## src/rtl/bcd_to_bin.sv

```systemverilog
`timescale 1ns / 1ps
`default_nettype none
// ============================================================================
//  Module   : bcd_to_bin
//  Purpose  : Sequential packed-BCD to binary converter using reverse
//             double-dabble. Each clock shifts the work register right by
//             one bit, then subtracts 3 from every BCD digit that is 8 or
//             more. A start/busy/done handshake frames each conversion.
//  Options  : BCD_CHECK_EN - when defined, invalid digits (>9) are detected
//             at capture. The SHIFT phase is skipped and the result is err=1,
//             bin_out=0. When undefined, err is tied low.
//  Revision : 1.0 - initial release
// ============================================================================
module bcd_to_bin #(
   parameter int DIGITS = 2,
   parameter int BIN_W  = 7
) (
   input  logic                  clk,
   input  logic                  rst,      // asynchronous, active-low
   input  logic                  start,
   input  logic [4*DIGITS-1:0]   bcd_in,
   output logic                  busy,
   output logic                  done,
   output logic [BIN_W-1:0]      bin_out,
   output logic                  err
);

   localparam int                 BCD_W    = 4 * DIGITS;
   localparam int                 WORK_W   = BCD_W + BIN_W;
   localparam int                 CNT_W    = (BIN_W > 1) ? $clog2(BIN_W) : 1;
   localparam logic [CNT_W-1:0]   CNT_LAST = CNT_W'(BIN_W - 1);

   typedef enum logic [1:0] {
      ST_IDLE  = 2'd0,
      ST_SHIFT = 2'd1,
      ST_DONE  = 2'd2
   } state_t;

   state_t              state_q, state_d;
   logic [WORK_W-1:0]   work_q, work_d;
   logic [CNT_W-1:0]    cnt_q, cnt_d;
   logic                busy_q, busy_d;
   logic                done_q, done_d;
   logic [BIN_W-1:0]    bin_out_q, bin_out_d;

   // One right shift of {bcd, bin}; the correction applies to the BCD half only
   logic [WORK_W-1:0]   shifted;
   logic [BCD_W-1:0]    bcd_corr;

   assign shifted = work_q >> 1;

   generate
      for (genvar i = 0; i < DIGITS; i++) begin : g_digit
         // A digit that picked up the bit shifted down from the next digit
         // (value >= 8) has gained 8 instead of 5, so take 3 back out.
         assign bcd_corr[4*i +: 4] = shifted[BIN_W + 4*i + 3]
                                   ? (shifted[BIN_W + 4*i +: 4] - 4'd3)
                                   : shifted[BIN_W + 4*i +: 4];
      end
   endgenerate

`ifdef BCD_CHECK_EN
   logic                err_q, err_d;
   logic [DIGITS-1:0]   digit_bad;

   generate
      for (genvar j = 0; j < DIGITS; j++) begin : g_check
         assign digit_bad[j] = (bcd_in[4*j +: 4] > 4'd9);
      end
   endgenerate
`endif

   // Next-state and datapath computation for every register
   always_comb begin
      state_d   = state_q;
      work_d    = work_q;
      cnt_d     = cnt_q;
      busy_d    = busy_q;
      done_d    = 1'b0;
      bin_out_d = bin_out_q;
`ifdef BCD_CHECK_EN
      err_d     = err_q;
`endif
      case (state_q)
         ST_IDLE: begin
            if (start) begin
               work_d = {bcd_in, {BIN_W{1'b0}}};
               cnt_d  = '0;
`ifdef BCD_CHECK_EN
               if (|digit_bad) begin
                  // Invalid operand: report immediately without shifting
                  state_d   = ST_DONE;
                  done_d    = 1'b1;
                  bin_out_d = '0;
                  err_d     = 1'b1;
               end else begin
                  state_d = ST_SHIFT;
                  busy_d  = 1'b1;
                  err_d   = 1'b0;
               end
`else
               state_d = ST_SHIFT;
               busy_d  = 1'b1;
`endif
            end
         end
         ST_SHIFT: begin
            work_d = {bcd_corr, shifted[BIN_W-1:0]};
            if (cnt_q == CNT_LAST) begin
               // Last step: the binary half of the shifted word is the result
               state_d   = ST_DONE;
               busy_d    = 1'b0;
               done_d    = 1'b1;
               bin_out_d = shifted[BIN_W-1:0];
            end else begin
               cnt_d = cnt_q + 1'b1;
            end
         end
         ST_DONE: begin
            state_d = ST_IDLE;
         end
         default: begin
            state_d = ST_IDLE;
            busy_d  = 1'b0;
         end
      endcase
   end

   // State and output registers with asynchronous active-low clear
   always_ff @(posedge clk or negedge rst) begin
      if (!rst) begin
         state_q   <= ST_IDLE;
         work_q    <= '0;
         cnt_q     <= '0;
         busy_q    <= 1'b0;
         done_q    <= 1'b0;
         bin_out_q <= '0;
`ifdef BCD_CHECK_EN
         err_q     <= 1'b0;
`endif
      end else begin
         state_q   <= state_d;
         work_q    <= work_d;
         cnt_q     <= cnt_d;
         busy_q    <= busy_d;
         done_q    <= done_d;
         bin_out_q <= bin_out_d;
`ifdef BCD_CHECK_EN
         err_q     <= err_d;
`endif
      end
   end

   assign busy    = busy_q;
   assign done    = done_q;
   assign bin_out = bin_out_q;
`ifdef BCD_CHECK_EN
   assign err     = err_q;
`else
   assign err     = 1'b0;
`endif

endmodule
`default_nettype wire

```

## config.mk

```make
export PLATFORM = sky130hd
export DESIGN_NAME = bcd_to_bin
export DESIGN_NICKNAME = d
export VERILOG_FILES = /design/src/rtl/bcd_to_bin.sv
export SDC_FILE = /design/constraint.sdc
export NUM_CORES = 1
export LEC_CHECK = 0
export ABC_AREA = 1
export CORE_MARGIN = 1.5
export CORE_UTILIZATION = 45
export DETAILED_ROUTE_END_ITERATION = 8
export GPL_TIMING_DRIVEN = 0
export HOLD_SLACK_MARGIN = 0.06
export PLACE_DENSITY = 0.77
export SLEW_MARGIN = 20
export SYNTH_ARGS = -nofsm -noshare
export SYNTH_HDL_FRONTEND = slang
export SYNTH_SLANG_ARGS = --single-unit
```

## constraint.sdc

```tcl
create_clock -name clk -period 1.7 [get_ports clk]
set_clock_uncertainty 0.1 [all_clocks]
set_input_delay 0.17 -clock clk [delete_from_list [all_inputs] [get_ports clk]]
set_output_delay 0.17 -clock clk [all_outputs]
set_load 0.02 [all_outputs]
```

==> results.cfg, run 1 <==
[routing]
totalWireLength_um = 2290
initialDrtViolationCount = 22
drcViolationCount = 0
routed_via_density = 5.10
vias = 995
ant_nets = 0
first_pass_iters = 4
routedWlPerCell_um = 11.7

[sta]
rsz0062_at_grt = no
whs_ps = 251
setup_violations = 0
slew_viol_final = 0
fin_crit_ps = 1600
setup_tns_ps = 0
slew_headroom_pct = 59.9
max_freq_mhz = 627
setup_slack_ps = 105
hold_viol = 0
worstMarginPinSlew_ps = 601
period_share_pct = 93.8

[grt]
grt_use_total_pct = 16.1
grt_pass1_vias = 923
antenna_found_initial = 0
grt_pass1_wl_um = 3990
grt_overflow = 0
grt_max_degree = 29

[flow_run]
max-cap-violations = 0

[final_layout]
fill_cells = 252
fin_cells = 195
seqCellArea_um2 = 701
multi_input_area_um2 = 483
fin_nets = 179
drive_above_1_share_pct = 15.9
antenna-diode-count = 0
syn_to_final_growth_pct = 22.3

[cts]
cts-buffers-inserted = 3
cts_setup_buffers = 0
ctsRootBufferMaster = clkbuf_4
clk_path_buf_depth = 2
clock_sinks = 28
h-tree-depth = 1
clock_latency_ps = 340
cts.clk_slew.worst_paths_ps = 150
cts_tree = yes

[power_and_ir_drop]
power.density_mw_per_mm2 = 1880
p_leak_nw = 0.757
power.total_mw = 2.95
worst_ir_drop_vdd_uv = 1310

[worst_setup_path]
slowest_delay_ps = 610
worstReg2RegStart = cnt_q[0]
reg2reg_depth = 8
worstReg2RegEnd = bin_out[3]
path_max_fanout = 2
startpoint = busy
critical_path_required_ps = 1430
cp-start-kind = register
cp_cell_sequence = clkdlybuf4s50_1
worst-path-buf-inv = 1
cp_top_family = buffers and inverters
arrival_ps = 1330
crit_type = register to output port
end_kind = output port
worstSetupPathDepth = 1
r2r_slack_ps = 200
crit_slowest_cell = clkdlybuf4s50_1
cp-endpoint = busy

[placement]
post-dp-hpwl_um = 1690
post-place-ws_ps = 209
placedCellCount = 190
port_buffers = 19
place_congestion = 0.774

[logic_synthesis]
synth_async_sr_flop_share_pct = 100
synth_top_area_share_pct = 54.5
synth_area_per_cell_um2 = 9.19
syn-num-nets = 154
ys_seq_area_share_pct = 54.5
ys_types = 24
synthFlopType = dfrtp_1
ys_top_cells_by_count = nand2_1 (33), dfrtp_1 (28), inv_1 (15)
synth_top_area_cell = dfrtp_1
synth_area_mm2 = 0.00129
synth-seq-cells = 28
yosysMostFrequentCell = nand2_1
synth_edf_count = 0
synthTopCellsByArea = dfrtp_1 (54%), nand2_1 (9.6%), o21ai_2 (5.4%)
yosys_warnings = 0
postSynthCellCount = 140

[worst_hold_path]
hold_path.class = primary input to async pin

[floorplan]
core_region_area_mm2 = 0.00273
fp.dieArea_mm2 = 0.00319
die_x_um = 56.5
rows = 19
ioPinCount = 21
fp.dieH_um = 56.5
initial_utilization_pct = 47.0

[outcome]
status = finished clean
==> repair_timing <==
action,CTS,global route
resized for setup,0,0
hold endpoints to repair,28,0
hold buffers,1,0
==> area by class of cell <==
class / instances / share of cell area (%)
plain buffers: 5 / 2.23
well taps: 31 / 2.47
clock inverters: 1 / 1.91
repair buffers: 20 / 12.4
multi-input cells: 89 / 30.7
clock buffers: 3 / 1.43
inverters: 18 / 4.30
flip-flops and latches: 28 / 44.6
==> metal layers <==
metal  wire length [um]  share of wire [%]  global-route usage [%]  vias up
met5                  0                  0                       0        -
met4                 21               0.92                    5.10        0
met3                115                5.0                    4.84        4
met2               1190                 52                    27.7       25
met1                966                 42                    19.2      469
li1                   -                  -                       -      497
==> layout by cell type, fill, tap and decap left out <==
master,n
a21oi_1,2
buf_2,2
buf_4,2
buf_6,1
bufinv_16,1
clkbuf_1,1
clkbuf_4,3
clkdlybuf4s50_1,18
conb_1,1
dfrtp_1,28
dlygate4sd3_1,1
ha_1,3
inv_1,15
inv_2,3
nand2_1,33
nand2_2,1
nand2_4,1
nand3_1,7
nand4_1,1
nor2_1,7
nor2_2,3
nor2_4,1
o211ai_1,1
o21ai_0,9
o21ai_1,3
o21ai_2,8
o22ai_1,6
xor2_1,2
==> logic make-up after synthesis <==
kind of cell,after synthesis,share of synthesized area (%)
simple gates,54,18.6
fa+ha+maj,3,2.92
xor+xnor,2,1.36
buf+inv,23,7.98
flops,28,54.5
other cells,1,0.292
compound gates,29,14.4
==> worst min-delay path by stage <==
stage	from	endpoint	slack (ps)	cells after the start
after floorplan	rst	bin_out[0]	-230	0
after global placement	bin_out[2]	bin_out[2]	360	2
after detailed placement	rst	bin_out[0]	110	1
after CTS	rst	done	270	2
after global routing	rst	done	310	2
final	rst	done	250	2
==> power by group <==
part / switching, mW / leakage, nW / internal [mW]
logic: 0.826 / 0.373 / 0.568
registers: 0.160 / 0.356 / 0.959
clock network: 0.197 / 0.0279 / 0.239
total: 1.18 / 0.757 / 1.77
==> sequential cells by signal, summed over array words and instances, names as in the netlist <==
register,flops
done,1
cnt_q,3
bin_out,7
state_q,2
busy,1
work_q,14
==> worst reg2reg max path: cells and delay by family, from the launching register on <==
family	cells	cell delay [ps]
AO/OA/AOI/OAI	1	50
AND/OR/NAND/NOR	3	360
adder cells (fa/ha/maj)	1	160
buffers and inverters	3	330
flip-flops	1	410
==> per-stage QoR <==
step,utilization [%],area [um^2]
finish,57.5,1570
global route,57.5,1570
CTS,57.5,1570
detailed placement,55.2,1510
global placement,55.4,1520
floorplan,-,1290
No activity file was read; power rests on OpenSTA's default activity.
==> run 2: changes to the inputs <==
SKIP_CTS_REPAIR_TIMING = 1   (was unset)
==> results of run 2 <==
Same layout as run 1: the final DEF is identical, and so are final timing and power.
